## src/rtl/conv_encoder_rn_pkg.sv

```systemverilog
// Shared constants, FSM encoding and generator-mask helper for the
// programmable rate-1/N convolutional encoder.
package conv_pkg;
    localparam int K_MAX = 9;
    localparam int N_MAX = 4;
    localparam int PH_W  = 3;   // puncture phase, period up to 8
    localparam int CNT_W = 4;   // tail counter, M up to 8

    localparam logic [31:0] G_K7_R2 = {16'o171, 16'o133};
    localparam logic [31:0] G_K9_R2 = {16'o753, 16'o561};

    typedef enum logic {
        ST_RUN  = 1'b0,
        ST_TAIL = 1'b1
    } fsm_t;

    // Octal LSB is the oldest tap; anything at or above K is not a tap.
    function automatic logic [K_MAX-1:0] oct2mask(input logic [15:0] g, input int k);
        logic [K_MAX-1:0] m;
        for (int j = 0; j < K_MAX; j++) m[j] = (j < k) ? g[j] : 1'b0;
        return m;
    endfunction
endpackage

```

## src/rtl/conv_encoder_rn_if.sv

```systemverilog
// Input/output valid-ready bus of the encoder; master drives bits in and
// accepts symbols, slave is the encoder.
interface conv_encoder_rn_if #(parameter int N_OUT = 2);
    logic             in_valid;
    logic             in_ready;
    logic             in_bit;
    logic             in_last;
    logic             out_valid;
    logic             out_ready;
    logic [N_OUT-1:0] out_sym;
    logic [N_OUT-1:0] out_keep;
    logic             out_last;

    modport master (
        output in_valid, in_bit, in_last, out_ready,
        input  in_ready, out_valid, out_sym, out_keep, out_last
    );
    modport slave (
        input  in_valid, in_bit, in_last, out_ready,
        output in_ready, out_valid, out_sym, out_keep, out_last
    );
endinterface

```

## src/rtl/conv_encoder_rn_sym_gen.sv

```systemverilog
// Combinational parity of {b, state} against each generator mask.
module conv_sym_gen #(
    parameter int K     = 7,
    parameter int N_OUT = 2
) (
    input  logic                       b,
    input  logic [K-2:0]               state,
    input  logic [N_OUT-1:0][K-1:0]    masks,
    output logic [N_OUT-1:0]           sym
);
    for (genvar i = 0; i < N_OUT; i++) begin : g_gen
        assign sym[N_OUT-1-i] = ^({b, state} & masks[i]);
    end
endmodule

```

## src/rtl/conv_encoder_rn.sv

```systemverilog
// Rate-1/N convolutional encoder: RUN/TAIL control, puncture phase,
// single-stage output register with valid/ready on both sides.
module conv_encoder_rn
    import conv_pkg::*;
#(
    parameter int                         K         = 7,
    parameter int                         N_OUT     = 2,
    parameter logic [16*N_OUT-1:0]        G_OCT     = G_K7_R2,
    parameter int                         PUNCT_P   = 1,
    parameter logic [N_OUT*PUNCT_P-1:0]   PUNCT_PAT = '1
) (
    input  logic         clk,
    input  logic         rst_n,
    input  logic         seed_load,
    input  logic [K-2:0] seed_value,
    input  logic         term_mode,
    conv_encoder_rn_if.slave bus
);
    localparam int M = K - 1;

    logic [N_OUT-1:0][K-1:0] masks;
    for (genvar i = 0; i < N_OUT; i++) begin : g_mask
        localparam logic [K_MAX-1:0] MF = oct2mask(G_OCT[16*(N_OUT-1-i) +: 16], K);
        assign masks[i] = MF[K-1:0];
    end

    fsm_t             fsm_q, fsm_d;
    logic [M-1:0]     state_q;
    logic [PH_W-1:0]  phase_q;
    logic [CNT_W-1:0] tail_q;
    logic             out_valid_q, out_last_q;
    logic [N_OUT-1:0] out_sym_q, out_keep_q;

    logic             ld_ok, in_rdy, in_xfer, tail_go, seed_ok, b;
    logic [N_OUT-1:0] sym, keep_cur;

    assign ld_ok   = !out_valid_q || bus.out_ready;
    assign in_xfer = bus.in_valid && in_rdy;
    assign seed_ok = seed_load && (fsm_q == ST_RUN);
    assign b       = (fsm_q == ST_TAIL) ? 1'b0 : bus.in_bit;

    conv_sym_gen #(.K(K), .N_OUT(N_OUT)) u_sym (
        .b     (b),
        .state (state_q),
        .masks (masks),
        .sym   (sym)
    );

    always_comb begin
        keep_cur = '0;
        for (int p = 0; p < PUNCT_P; p++)
            if (phase_q == PH_W'(p)) keep_cur = PUNCT_PAT[N_OUT*p +: N_OUT];
    end

    always_comb begin
        fsm_d   = fsm_q;
        in_rdy  = 1'b0;
        tail_go = 1'b0;
        case (fsm_q)
            ST_RUN: begin
                in_rdy = rst_n && !seed_load && ld_ok;
                if (bus.in_valid && in_rdy && bus.in_last && term_mode) fsm_d = ST_TAIL;
            end
            ST_TAIL: begin
                tail_go = ld_ok;
                if (ld_ok && tail_q == '0) fsm_d = ST_RUN;
            end
            default: fsm_d = ST_RUN;
        endcase
    end

    always_ff @(posedge clk or negedge rst_n) begin
        if (!rst_n) fsm_q <= ST_RUN;
        else        fsm_q <= fsm_d;
    end

    always_ff @(posedge clk or negedge rst_n) begin
        if (!rst_n) begin
            state_q     <= '0;
            phase_q     <= '0;
            tail_q      <= CNT_W'(M-1);
            out_valid_q <= 1'b0;
            out_sym_q   <= '0;
            out_keep_q  <= '0;
            out_last_q  <= 1'b0;
        end else begin
            if (in_xfer || tail_go) begin
                out_valid_q <= 1'b1;
                out_sym_q   <= sym;
                out_keep_q  <= tail_go ? '1 : keep_cur;
                out_last_q  <= tail_go ? (tail_q == '0) : (bus.in_last && !term_mode);
                state_q     <= {b, state_q[M-1:1]};
            end else begin
                if (ld_ok)   out_valid_q <= 1'b0;
                if (seed_ok) state_q     <= seed_value;
            end

            // Tail symbols leave the puncture phase untouched.
            if (in_xfer)
                phase_q <= (bus.in_last || phase_q == PH_W'(PUNCT_P-1)) ? '0 : phase_q + PH_W'(1);
            else if (seed_ok)
                phase_q <= '0;

            if (tail_go)
                tail_q <= (tail_q == '0) ? CNT_W'(M-1) : tail_q - CNT_W'(1);
        end
    end

    assign bus.in_ready  = in_rdy;
    assign bus.out_valid = out_valid_q;
    assign bus.out_sym   = out_sym_q;
    assign bus.out_keep  = out_keep_q;
    assign bus.out_last  = out_last_q;
endmodule

```

## src/flat_wrapper.sv

```systemverilog
// flat-port wrapper written by rule: the top's interface ports become plain ports
module conv_encoder_rn_flat import conv_pkg::*;
#(
    parameter int                         K         = 7,
    parameter int                         N_OUT     = 2,
    parameter logic [16*N_OUT-1:0]        G_OCT     = G_K7_R2,
    parameter int                         PUNCT_P   = 1,
    parameter logic [N_OUT*PUNCT_P-1:0]   PUNCT_PAT = '1
)
  (clk, rst_n, seed_load, seed_value, term_mode, bus_in_valid, bus_in_bit, bus_in_last, bus_out_ready, bus_in_ready, bus_out_valid, bus_out_sym, bus_out_keep, bus_out_last);
  conv_encoder_rn_if #(.N_OUT(N_OUT)) bus_i ();
  input  logic clk;
  input  logic rst_n;
  input  logic seed_load;
  input  logic [K-2:0] seed_value;
  input  logic term_mode;
  input wire logic [$bits(bus_i.in_valid)-1:0] bus_in_valid;
  input wire logic [$bits(bus_i.in_bit)-1:0] bus_in_bit;
  input wire logic [$bits(bus_i.in_last)-1:0] bus_in_last;
  input wire logic [$bits(bus_i.out_ready)-1:0] bus_out_ready;
  output wire logic [$bits(bus_i.in_ready)-1:0] bus_in_ready;
  output wire logic [$bits(bus_i.out_valid)-1:0] bus_out_valid;
  output wire logic [$bits(bus_i.out_sym)-1:0] bus_out_sym;
  output wire logic [$bits(bus_i.out_keep)-1:0] bus_out_keep;
  output wire logic [$bits(bus_i.out_last)-1:0] bus_out_last;
  assign bus_i.in_valid = bus_in_valid;
  assign bus_i.in_bit = bus_in_bit;
  assign bus_i.in_last = bus_in_last;
  assign bus_i.out_ready = bus_out_ready;
  assign bus_in_ready = bus_i.in_ready;
  assign bus_out_valid = bus_i.out_valid;
  assign bus_out_sym = bus_i.out_sym;
  assign bus_out_keep = bus_i.out_keep;
  assign bus_out_last = bus_i.out_last;
  conv_encoder_rn #(.K(K), .N_OUT(N_OUT), .G_OCT(G_OCT), .PUNCT_P(PUNCT_P), .PUNCT_PAT(PUNCT_PAT)) u_core (.clk(clk), .rst_n(rst_n), .seed_load(seed_load), .seed_value(seed_value), .term_mode(term_mode), .bus(bus_i));
endmodule
```

## config.mk

```make
export PLATFORM = sky130hd
export DESIGN_NAME = conv_encoder_rn_flat
export DESIGN_NICKNAME = d
export VERILOG_FILES = /design/src/rtl/conv_encoder_rn_pkg.sv /design/src/rtl/conv_encoder_rn_if.sv /design/src/rtl/conv_encoder_rn_sym_gen.sv /design/src/rtl/conv_encoder_rn.sv /design/src/flat_wrapper.sv
export SDC_FILE = /design/constraint.sdc
export NUM_CORES = 1
export LEC_CHECK = 0
export CORE_ASPECT_RATIO = 1.5
export CORE_MARGIN = 3
export CORE_UTILIZATION = 55
export CTS_CLUSTER_SIZE = 12
export DETAILED_ROUTE_END_ITERATION = 12
export DONT_BUFFER_PORTS = 1
export MAX_ROUTING_LAYER = met4
export PLACE_DENSITY = 0.69
export SLEW_MARGIN = 20
export SYNTH_ARGS = -nofsm -noshare
export SYNTH_HDL_FRONTEND = slang
export SYNTH_HIERARCHICAL = 1
export SYNTH_SLANG_ARGS = --single-unit
```

## constraint.sdc

```tcl
create_clock -name clk -period 2.11 [get_ports clk]
set_clock_uncertainty 0.05 [all_clocks]
set_input_delay 0.422 -clock clk [delete_from_list [all_inputs] [get_ports clk]]
set_output_delay 0.422 -clock clk [all_outputs]
set_load 0.03 [all_outputs]
```

==> flow_metrics.tcl, run 1 <==
set metrics [dict create \
    synthDistinctLibCells 39 \
    synth.top_cell.area_share_pct 36.5 \
    place.gp.congestion 0.755 \
    ios 21 \
    fin_hold_ws_ns 0.207 \
    hold_buffers 1 \
    synth_commonest_cells "22 x nand2_1, 17 x dfrtp_1, 8 x nor2_1" \
    grt_pass1_vias 843 \
    critPathBufInv 1 \
    drive_gt1_share_pct 16.4 \
    num_rows 19 \
    path_clk_slew_ns 0.11 \
    setup_viol 0 \
    yosys_warnings 6 \
    root_buffer "clkbuf_4" \
    synthesis.area_mm2 0.00117 \
    synthMostInstantiatedCell "nand2_1" \
    cp_slowest_cell "dfrtp_1" \
    crit_path_max_fanout 6 \
    ys_ff_latch 19 \
    ys_seq_area_share_pct 41.0 \
    cts_setup_buffers 0 \
    antenna_cells 0 \
    status "finished, final reports clean" \
    core_mm2 0.00193 \
    utilization_pct 65.4 \
    hold_class "in -> reg" \
    yosys-top-cells-area "dfrtp_1 36%, xnor3_1 7.7%, nand2_1 7.1%, dfstp_2 4.5%, a221o_1 4.3%" \
    cts_buffers 3 \
    drt_iter0_markers 13 \
    crit_path_max_incr_delay_ns 0.53 \
    p_total_uw 1620 \
    route.final.wire_length_um 2200 \
    cp_data_required_time_ns 1.64 \
    cts.sinks 19 \
    maxClockFrequency_ghz 0.556 \
    syn_avg_cell_area_um2 10.4 \
    hold_violations 0 \
    dieWidth_um 43.6 \
    max_slew_margin_pct 42.0 \
    port-buffer-count 0 \
    ir_drop_v 0.000841 \
    clkLatencyLatePin_ns 0.31 \
    clock_path_buffers 2 \
    grt_max_degree 20 \
    ant_nets 0 \
    grt_pass1_wl_um 3680 \
    vias_per_cell 5.35 \
    grt-ovfl-total 0 \
    ctsResizeCount 0 \
    cp-start-kind "register" \
    syn_inst 112 \
    cp.arrival_ns 1.33 \
    wl_per_cell_um 14.8 \
    leakage_uw 0.000599 \
    tightest_slew_ns 0.868 \
    cts_tree "yes" \
    nNetsFinal 145 \
    cp_top_family "flip-flops" \
    antenna_found_initial 0 \
    vias 797 \
    min_period_ns 1.80 \
    synth_top_cell_by_area "dfrtp_1" \
    p_per_area_mw_per_mm2 1290 \
    areaGrowthSynthToFinish_pct 7.94 \
    dp_hpwl_um 1670 \
    maxSlewViolCount 0 \
    cts_max_level 1 \
    setup_tns_ns 0 \
    grt.total_usage_pct 18.6 \
    initial_utilization_pct 60.6 \
    synth-edff-count 0 \
    endpoint_kind "output port" \
    synth_ff_type "dfrtp_1" \
    drc 0 \
    rsz0062_at_grt "false" \
    crit_type "reg -> out" \
    die_area_mm2 0.00272 \
    first_pass_iters 4 \
    period_share_pct 85.3 \
    die_h_um 62.4 \
    synthArstFlopShare_pct 100 \
    crit_chain "nand2b_4 > nand2_1 > nor2_1 > buf_4" \
    max_cap_violations 0 \
]
[per-stage QoR]
step	cells	cell area (µm²)	setup slack, ns
3_3_place_gp	144	1220	0.343
4_1_cts	149	1260	0.291
5_1_grt	149	1260	0.240
2_1_floorplan	124	1210	0.322
3_5_place_dp	144	1220	0.314
6_report	149	1260	0.310
[state kept, by name, summed over array words and instances, names as in the netlist]
register and cells:
u_core/bus.out_last 1, u_core/phase_q 3, u_core/bus.out_valid 1, u_core/tail_q 4, u_core/bus.out_sym 2, u_core/state_q 6, u_core/bus.out_keep 1, u_core/fsm_q 1
[worst reg2reg max path, stage by stage (launching register included)]
cell and delay [ns]:
dfrtp_1 0.39, nor2b_1 0.15, nand2_1 0.10, xnor3_1 0.33
xnor3_1 0.35, mux2_2 0.26
[where the power goes]
group          switching, µW  internal, µW
registers                208           514
clock network            113          73.9
logic                    302           412
total                    623           999
[area by class of cell]
type,instances,area (µm²)
multi-input cells,99,692
repair buffers,3,25.0
clock buffers,4,26.3
well taps,21,26.3
flip-flops and latches,19,478
inverters,3,11.3
fillers,155,667
[path summary, 6_finish.rpt]
kind / cells after the start / slack [ns] / endpoint / start
min in group asynchronous: 1 / 0.61 / u_core/bus.out_keep[0] / rst_n
max in group asynchronous: 1 / 0.86 / u_core/state_q[2] / rst_n
setup reg to reg: 5 / 0.38 / u_core/bus.out_sym[0] / u_core/fsm_q
setup / recovery: 4 / 0.31 / bus_in_ready / u_core/bus.out_valid
hold reg to reg: 1 / 0.45 / u_core/tail_q[3] / u_core/tail_q[3]
hold / removal: 1 / 0.21 / u_core/state_q[5] / bus_in_bit
[cells in the final DEF, fill, tap and decap left out, types with 2 or more instances in the layout]
master and n:
conb_1 14, xor2_1 2, nor2b_1 4, ha_1 2
dfstp_2 2, clkbuf_4 3, xnor3_1 4, nor2_1 8
inv_1 3, buf_4 2, nand3_1 3, a21oi_1 2
dfrtp_1 17, nand2_1 22, mux2_2 3, and2_1 5
a221o_1 5, xnor2_1 4
[logic make-up after synthesis]
logic type | after synthesis | share of synthesized area (%)
DFF | 19 | 41.0
muxes | 5 | 5.04
buffers and inverters | 6 | 3.54
and+or+nand+nor | 52 | 24.2
xor gates and xnor gates | 10 | 12.2
other | 2 | 0.644
AOI/OAI and AO/OA | 16 | 11.2
adders and majority gates | 2 | 2.15
[metal layers]
metal | wire length [µm] | vias up | share of wire [%] | GRT usage [%]
met4 | 60 | 0 | 2.7 | 10.2
met3 | 70 | 5 | 3.2 | 2.02
met1 | 883 | 383 | 40 | 19.0
li1 | - | 396 | - | -
met5 | 0 | - | 0 | -
met2 | 1190 | 13 | 54 | 32.7
Power figures use the tool's default switching activity.
==> inputs of run 2 (changes only) <==
--- a/config.mk
+++ b/config.mk
@@ -5,7 +5,6 @@
 export SDC_FILE = /design/constraint.sdc
 export NUM_CORES = 1
 export LEC_CHECK = 0
-export CORE_ASPECT_RATIO = 1.5
 export CORE_MARGIN = 3
 export CORE_UTILIZATION = 55
 export CTS_CLUSTER_SIZE = 12
@@ -16,5 +15,4 @@
 export SLEW_MARGIN = 20
 export SYNTH_ARGS = -nofsm -noshare
 export SYNTH_HDL_FRONTEND = slang
-export SYNTH_HIERARCHICAL = 1
 export SYNTH_SLANG_ARGS = --single-unit
==> run 2 against run 1 <==
Effect of this change:
- synthesized area decreased by 14%
- register-to-register slack improved by 0.23 ns
- final cell count decreased by 17%
- worst hold slack got worse by 0.024 ns
- fmax decreased by 2.6%
- global-route usage decreased by 0.91 points
- non-clock buffer count increased by 1
- critical path type unchanged
- critical endpoint unchanged
- largest cell class is now flip-flops and latches
==> flow_metrics.tcl, run 2 <==
set metrics [dict create \
    status "finished, final reports clean" \
    worst-path-stages 2 \
    clkLatencyLatePin_ns 0.29 \
    hold_violations 0 \
    max_cap_violations 0 \
    grt-ovfl-total 0 \
    largest_registers "u_core.state_q (6), u_core.tail_q (4), u_core.phase_q (3)" \
    dp_hpwl_um 1330 \
    cp.arrival_ns 1.38 \
    crit_chain "nor2_4 > and3_1" \
    layout_setup_ws_ns 0.263 \
    cp_top_family "simple AND/OR/NAND/NOR gates" \
    cp_data_required_time_ns 1.64 \
    antenna_found_initial 0 \
    syn_inst 95 \
    r2r-end "u_core.state_q[5]" \
    synth_nets 111 \
    p_per_area_mw_per_mm2 1360 \
    crit_type "reg -> out" \
    areaGrowthSynthToFinish_pct 5.49 \
    clock_path_buffers 2 \
    synthesis.area_mm2 0.00100 \
    port-buffer-count 0 \
    synthArstFlopShare_pct 100 \
    first_pass_iters 4 \
    worst_hold_startpoint "seed_value[2]" \
    largest_reg_flops 6 \
    vias 691 \
    fin_hold_ws_ns 0.183 \
    vias_per_cell 5.62 \
    cts_buffers 3 \
    max_slew_margin_pct 44.5 \
    ys_seq_area_share_pct 47.6 \
    setup_viol 0 \
    setup_tns_ns 0 \
    grt_max_degree 20 \
    tightest_slew_ns 0.830 \
    rsz0062_at_grt "false" \
    dieWidth_um 48.7 \
    synthMostInstantiatedCell "dfrtp_1" \
    synth-edff-count 0 \
    drive_gt1_share_pct 16.2 \
    final_area_mm2 0.00106 \
    die_h_um 48.7 \
    leakage_uw 0.000460 \
    ant_nets 0 \
    ios 21 \
    nFillCells 138 \
    root_buffer "clkbuf_4" \
    hold_path_end "u_core.state_q[2]" \
    grt_pass1_wl_um 3200 \
    min_path_cells 2 \
    cts_max_level 1 \
    endpoint_kind "output port" \
    pre_cts_slack_ns 0.588 \
    crit_path_max_fanout 10 \
    cp_slowest_cell "dfrtp_1" \
    syn_avg_cell_area_um2 10.6 \
    regToRegStartpoint "u_core.fsm_q" \
    yosys_warnings 0 \
    wl_per_cell_um 14.7 \
    initial_utilization_pct 62.3 \
    maxSlewViolCount 0 \
    worst_r2r_path_depth 5 \
    hold_class "in -> reg" \
    yosys-top-cells-area "dfrtp_1 42%, nand2_1 5.6%, dfstp_2 5.2%, xnor2_1 4.4%, a22oi_1 3.7%" \
    cts_tree "yes" \
    mostFrequentLayoutCells "17 x dfrtp_1, 15 x nand2_1, 5 x a22oi_1, 5 x xnor2_1" \
    cp-start-kind "register" \
    period_share_pct 87.6 \
    antenna_cells 0 \
    critPathBufInv 0 \
    cts_setup_buffers 0 \
    synth_ff_type "dfrtp_1" \
    synth_commonest_cells "17 x dfrtp_1, 15 x nand2_1, 5 x a22oi_1, 5 x xnor2_1" \
    largest_register "u_core.state_q" \
    drt_iter0_markers 10 \
    r2r_slack_ns 0.61 \
    synth_top_cell_by_area "dfrtp_1" \
    num_rows 14 \
    synth.top_cell.area_share_pct 42.4 \
    crit_path_max_incr_delay_ns 0.54 \
    ir_drop_v 0.000838 \
    route.final.wire_length_um 1800 \
    drc 0 \
    core_mm2 0.00161 \
    min_period_ns 1.85 \
    grt_pass1_vias 720 \
    path_clk_slew_ns 0.10 \
    final_common_cell "dfrtp_1" \
    cts.sinks 19 \
    synthDistinctLibCells 36 \
    placed_area_mm2 0.00102 \
    ys_ff_latch 19 \
    utilization_pct 65.7 \
    place.gp.congestion 0.758 \
    die_area_mm2 0.00237 \
    maxClockFrequency_ghz 0.541 \
    grt.total_usage_pct 17.7 \
    nNetsFinal 116 \
]
run 2: per-layer routing:
| layer | share of wire (%) | up-vias | GRT usage (%) |
|---|---|---|---|
| met5 | 0 | - | - |
| met3 | 4.3 | 2 | 4.29 |
| met2 | 47 | 14 | 26.2 |
| met1 | 48 | 334 | 23.8 |
| li1 | - | 341 | - |
| met4 | 0.72 | 0 | 5.69 |
run 2: power by group:
| part | switching, µW | internal, µW | total, µW |
|---|---|---|---|
| combinational | 285 | 287 | 572 |
| clock | 105 | 73.4 | 178 |
| sequential | 182 | 512 | 694 |
| total | 572 | 872 | 1440 |
run 2: how the worst max path moves through the flow:
stage	startpoint	to	slack, ns
2_1_floorplan	u_core.bus.out_valid	bus_in_ready	0.57
3_3_place_gp	u_core.fsm_q	bus_in_ready	0.60
3_5_place_dp	bus_out_ready	bus_in_ready	0.59
4_1_cts	u_core.fsm_q	bus_in_ready	0.25
5_1_grt	u_core.fsm_q	bus_in_ready	0.20
6_report	u_core.fsm_q	bus_in_ready	0.26
run 2: final cells by class:
type / instances / area, µm² / area share (%)
sequential: 19 / 478 / 45.2
multi-input combinational: 68 / 477 / 45.0
timing repair buffer: 4 / 32.5 / 3.07
tap: 24 / 30.0 / 2.84
clock buffer: 4 / 26.3 / 2.48
inverter: 4 / 15.0 / 1.42
run 2: timing repair:
action                                 4_1_cts  5_1_grt
endpoints found under the hold margin       19        0
resized for setup                            0        0
hold buffers                                 1        0
run 2: kinds of logic after synthesis:
group	after synthesis	share of synthesized area, %
AO/OA/AOI/OAI	23	16.1
flip-flops	19	47.6
buffers and inverters	8	4.86
AND/OR/NAND/NOR	36	21.2
multiplexers	1	1.12
XOR/XNOR	6	6.61
adder cells (fa/ha/maj)	2	2.49
run 2: through the flow:
step / instances / power (µW)
final: 123 / 1440
after global routing: 123 / 1570
after CTS: 123 / 1460
after detailed placement: 118 / 1270
after global placement: 118 / 1260
after floorplan: 95 / 1180
==> inputs of run 3 (changes only) <==
--- a/config.mk
+++ b/config.mk
@@ -5,7 +5,6 @@
 export SDC_FILE = /design/constraint.sdc
 export NUM_CORES = 1
 export LEC_CHECK = 0
-export CORE_MARGIN = 3
 export CORE_UTILIZATION = 55
 export CTS_CLUSTER_SIZE = 12
 export DETAILED_ROUTE_END_ITERATION = 12
==> run 3 against run 2 <==
Effect of this change:
- non-clock buffer count did not move
- worst hold slack got worse by 0.015 ns
- power rose by 0.72%
- critical path depth did not move
- first-iteration DRC count fell by 20%
- clock-buffer cell count fell by 1
- register-to-register slack improved by 0.02 ns
- sequential cell count did not move
- combinational power rose by 2%
- critical path type unchanged
==> flow_metrics.tcl, run 3 (same netlist as run 2, synthesis figures left out) <==
set metrics [dict create \
    status "finished, final reports clean" \
    grt_util_met1_pct 27.6 \
    drive_gt1_share_pct 17.2 \
    pwr-share-clk_pct 12.3 \
    areaGrowthSynthToFinish_pct 5.74 \
    path_clk_slew_ns 0.10 \
    hold_violations 0 \
    tightest_slew_ns 0.819 \
    critPathBufInv 0 \
    drt_iter0_markers 8 \
    cp_top_family "simple AND/OR/NAND/NOR gates" \
    grtUsageMet2_pct 32.6 \
    grt_max_degree 20 \
    route.final.wire_length_um 1690 \
    max_cap_violations 0 \
    p_per_area_mw_per_mm2 1370 \
    grt-ovfl-total 0 \
    die_area_mm2 0.00200 \
    maxSlewViolCount 0 \
    nFillCells 164 \
    cts_buffers 3 \
    largest_reg_flops 6 \
    rsz0062_at_grt "false" \
    die_h_um 44.7 \
    endpoint_kind "output port" \
    ant_nets 0 \
    p_int_uw 869 \
    use_met3_pct 3.60 \
    cts_tree "yes" \
    combPwrFrac_pct 40.2 \
    vias_per_cell 5.42 \
    vias 672 \
    setup_tns_ns 0 \
    max_slew_margin_pct 45.2 \
    stdcell_count 124 \
    dieWidth_um 44.7 \
    ir_drop_v 0.000736 \
    antenna_cells 0 \
    busiest_layer "met2" \
    initial_utilization_pct 58.1 \
    mostFrequentLayoutCells "17 x dfrtp_1, 15 x nand2_1, 5 x a22oi_1, 5 x xnor2_1" \
    hold_class "in -> reg" \
    cts_max_level 1 \
    grt_pass1_wl_um 2890 \
    first_pass_iters 4 \
    period_share_pct 86.9 \
    cp_data_required_time_ns 1.64 \
    cp_slowest_cell "dfrtp_1" \
    crit_path_max_incr_delay_ns 0.53 \
    place.gp.congestion 0.731 \
    dp_hpwl_um 1240 \
    largest_register "u_core.state_q" \
    wl_per_cell_um 13.7 \
    grt.total_usage_pct 20.9 \
    cp-start-kind "register" \
    setup_viol 0 \
    grt_pass1_vias 654 \
    root_buffer "clkbuf_4" \
    crit_chain "nor2_4 > and3_1" \
    power.switching_uw 586 \
    multiInputGateArea_um2 477 \
    crit_path_max_fanout 10 \
    num_rows 15 \
    ios 21 \
    seq_area_um2 478 \
    maxClockFrequency_ghz 0.545 \
    power_frac_seq_pct 47.6 \
    crit_type "reg -> out" \
    largest_registers "u_core.state_q (6), u_core.tail_q (4), u_core.phase_q (3)" \
    nNetsFinal 116 \
    cts.sinks 19 \
    min_period_ns 1.83 \
    clkLatencyLatePin_ns 0.30 \
    drc 0 \
    core_mm2 0.00173 \
    dp_cells 119 \
    swShare_pct 40.3 \
    final_common_cell "dfrtp_1" \
    clock_path_buffers 2 \
    port-buffer-count 0 \
    fin_hold_ws_ns 0.168 \
    cp.arrival_ns 1.36 \
    leakage_uw 0.000463 \
    antenna_found_initial 0 \
]
## run 3: changes by cell type in the layout (fill, tap and decap cells not counted)
cell,before,now
clkbuf_1,1,0
clkinv_2,0,1
## run 3: path summary, 6_finish.rpt
check | slack [ns] | cells after the start | start | endpoint
max reg2reg | 0.63 | 5 | u_core.fsm_q | u_core.state_q[5]
min | 0.17 | 1 | bus_in_last | u_core.phase_q[1]
min in group asynchronous | 0.60 | 1 | rst_n | u_core.phase_q[2]
min reg2reg | 0.46 | 1 | u_core.tail_q[2] | u_core.tail_q[2]
max | 0.28 | 2 | u_core.fsm_q | bus_in_ready
max in group asynchronous | 0.90 | 1 | rst_n | u_core.tail_q[3]
## run 3: area by class of cell
type                            instances  share of cell area [%]
Multi-Input combinational cell         68                    44.9
Clock inverter                          1                   0.472
Clock buffer                            3                    2.12
Inverter                                4                    1.42
Sequential cell                        19                    45.0
Timing Repair Buffer                    4                    3.07
Tap cell                               25                    2.95
## run 3: layer usage
metal,vias up,routed length [µm]
li1,339,-
met4,0,19
met1,315,758
met3,4,53
met5,-,0
met2,14,861
## run 3: power groups by stage
stage	Combinational (µW)	Clock [µW]	Sequential [µW]
5_1_grt	655	205	716
3_5_place_dp	573	0	700
6_report	584	178	692
3_3_place_gp	561	0	692
4_1_cts	596	189	694
2_1_floorplan	509	0	670
## run 3: metrics by stage
| step | worst slack (ns) | total power, µW | cell area, µm² | utilization [%] |
|---|---|---|---|---|
| after floorplan | 0.566 | 1180 | 1000 | - |
| after global placement | 0.585 | 1250 | 1020 | 59.3 |
| after detailed placement | 0.576 | 1270 | 1020 | 59.3 |
| after CTS | 0.257 | 1480 | 1060 | 61.4 |
| after global routing | 0.193 | 1580 | 1060 | 61.4 |
| final | 0.276 | 1450 | 1060 | 61.4 |
## run 3: timing repair
| action | in CTS | in global routing |
|---|---|---|
| resized for setup | 0 | 0 |
| hold endpoints to repair | 19 | 0 |
| endpoints found under the setup margin | 0 | 0 |
| hold buffers | 1 | 0 |
| setup buffers | 0 | 0 |
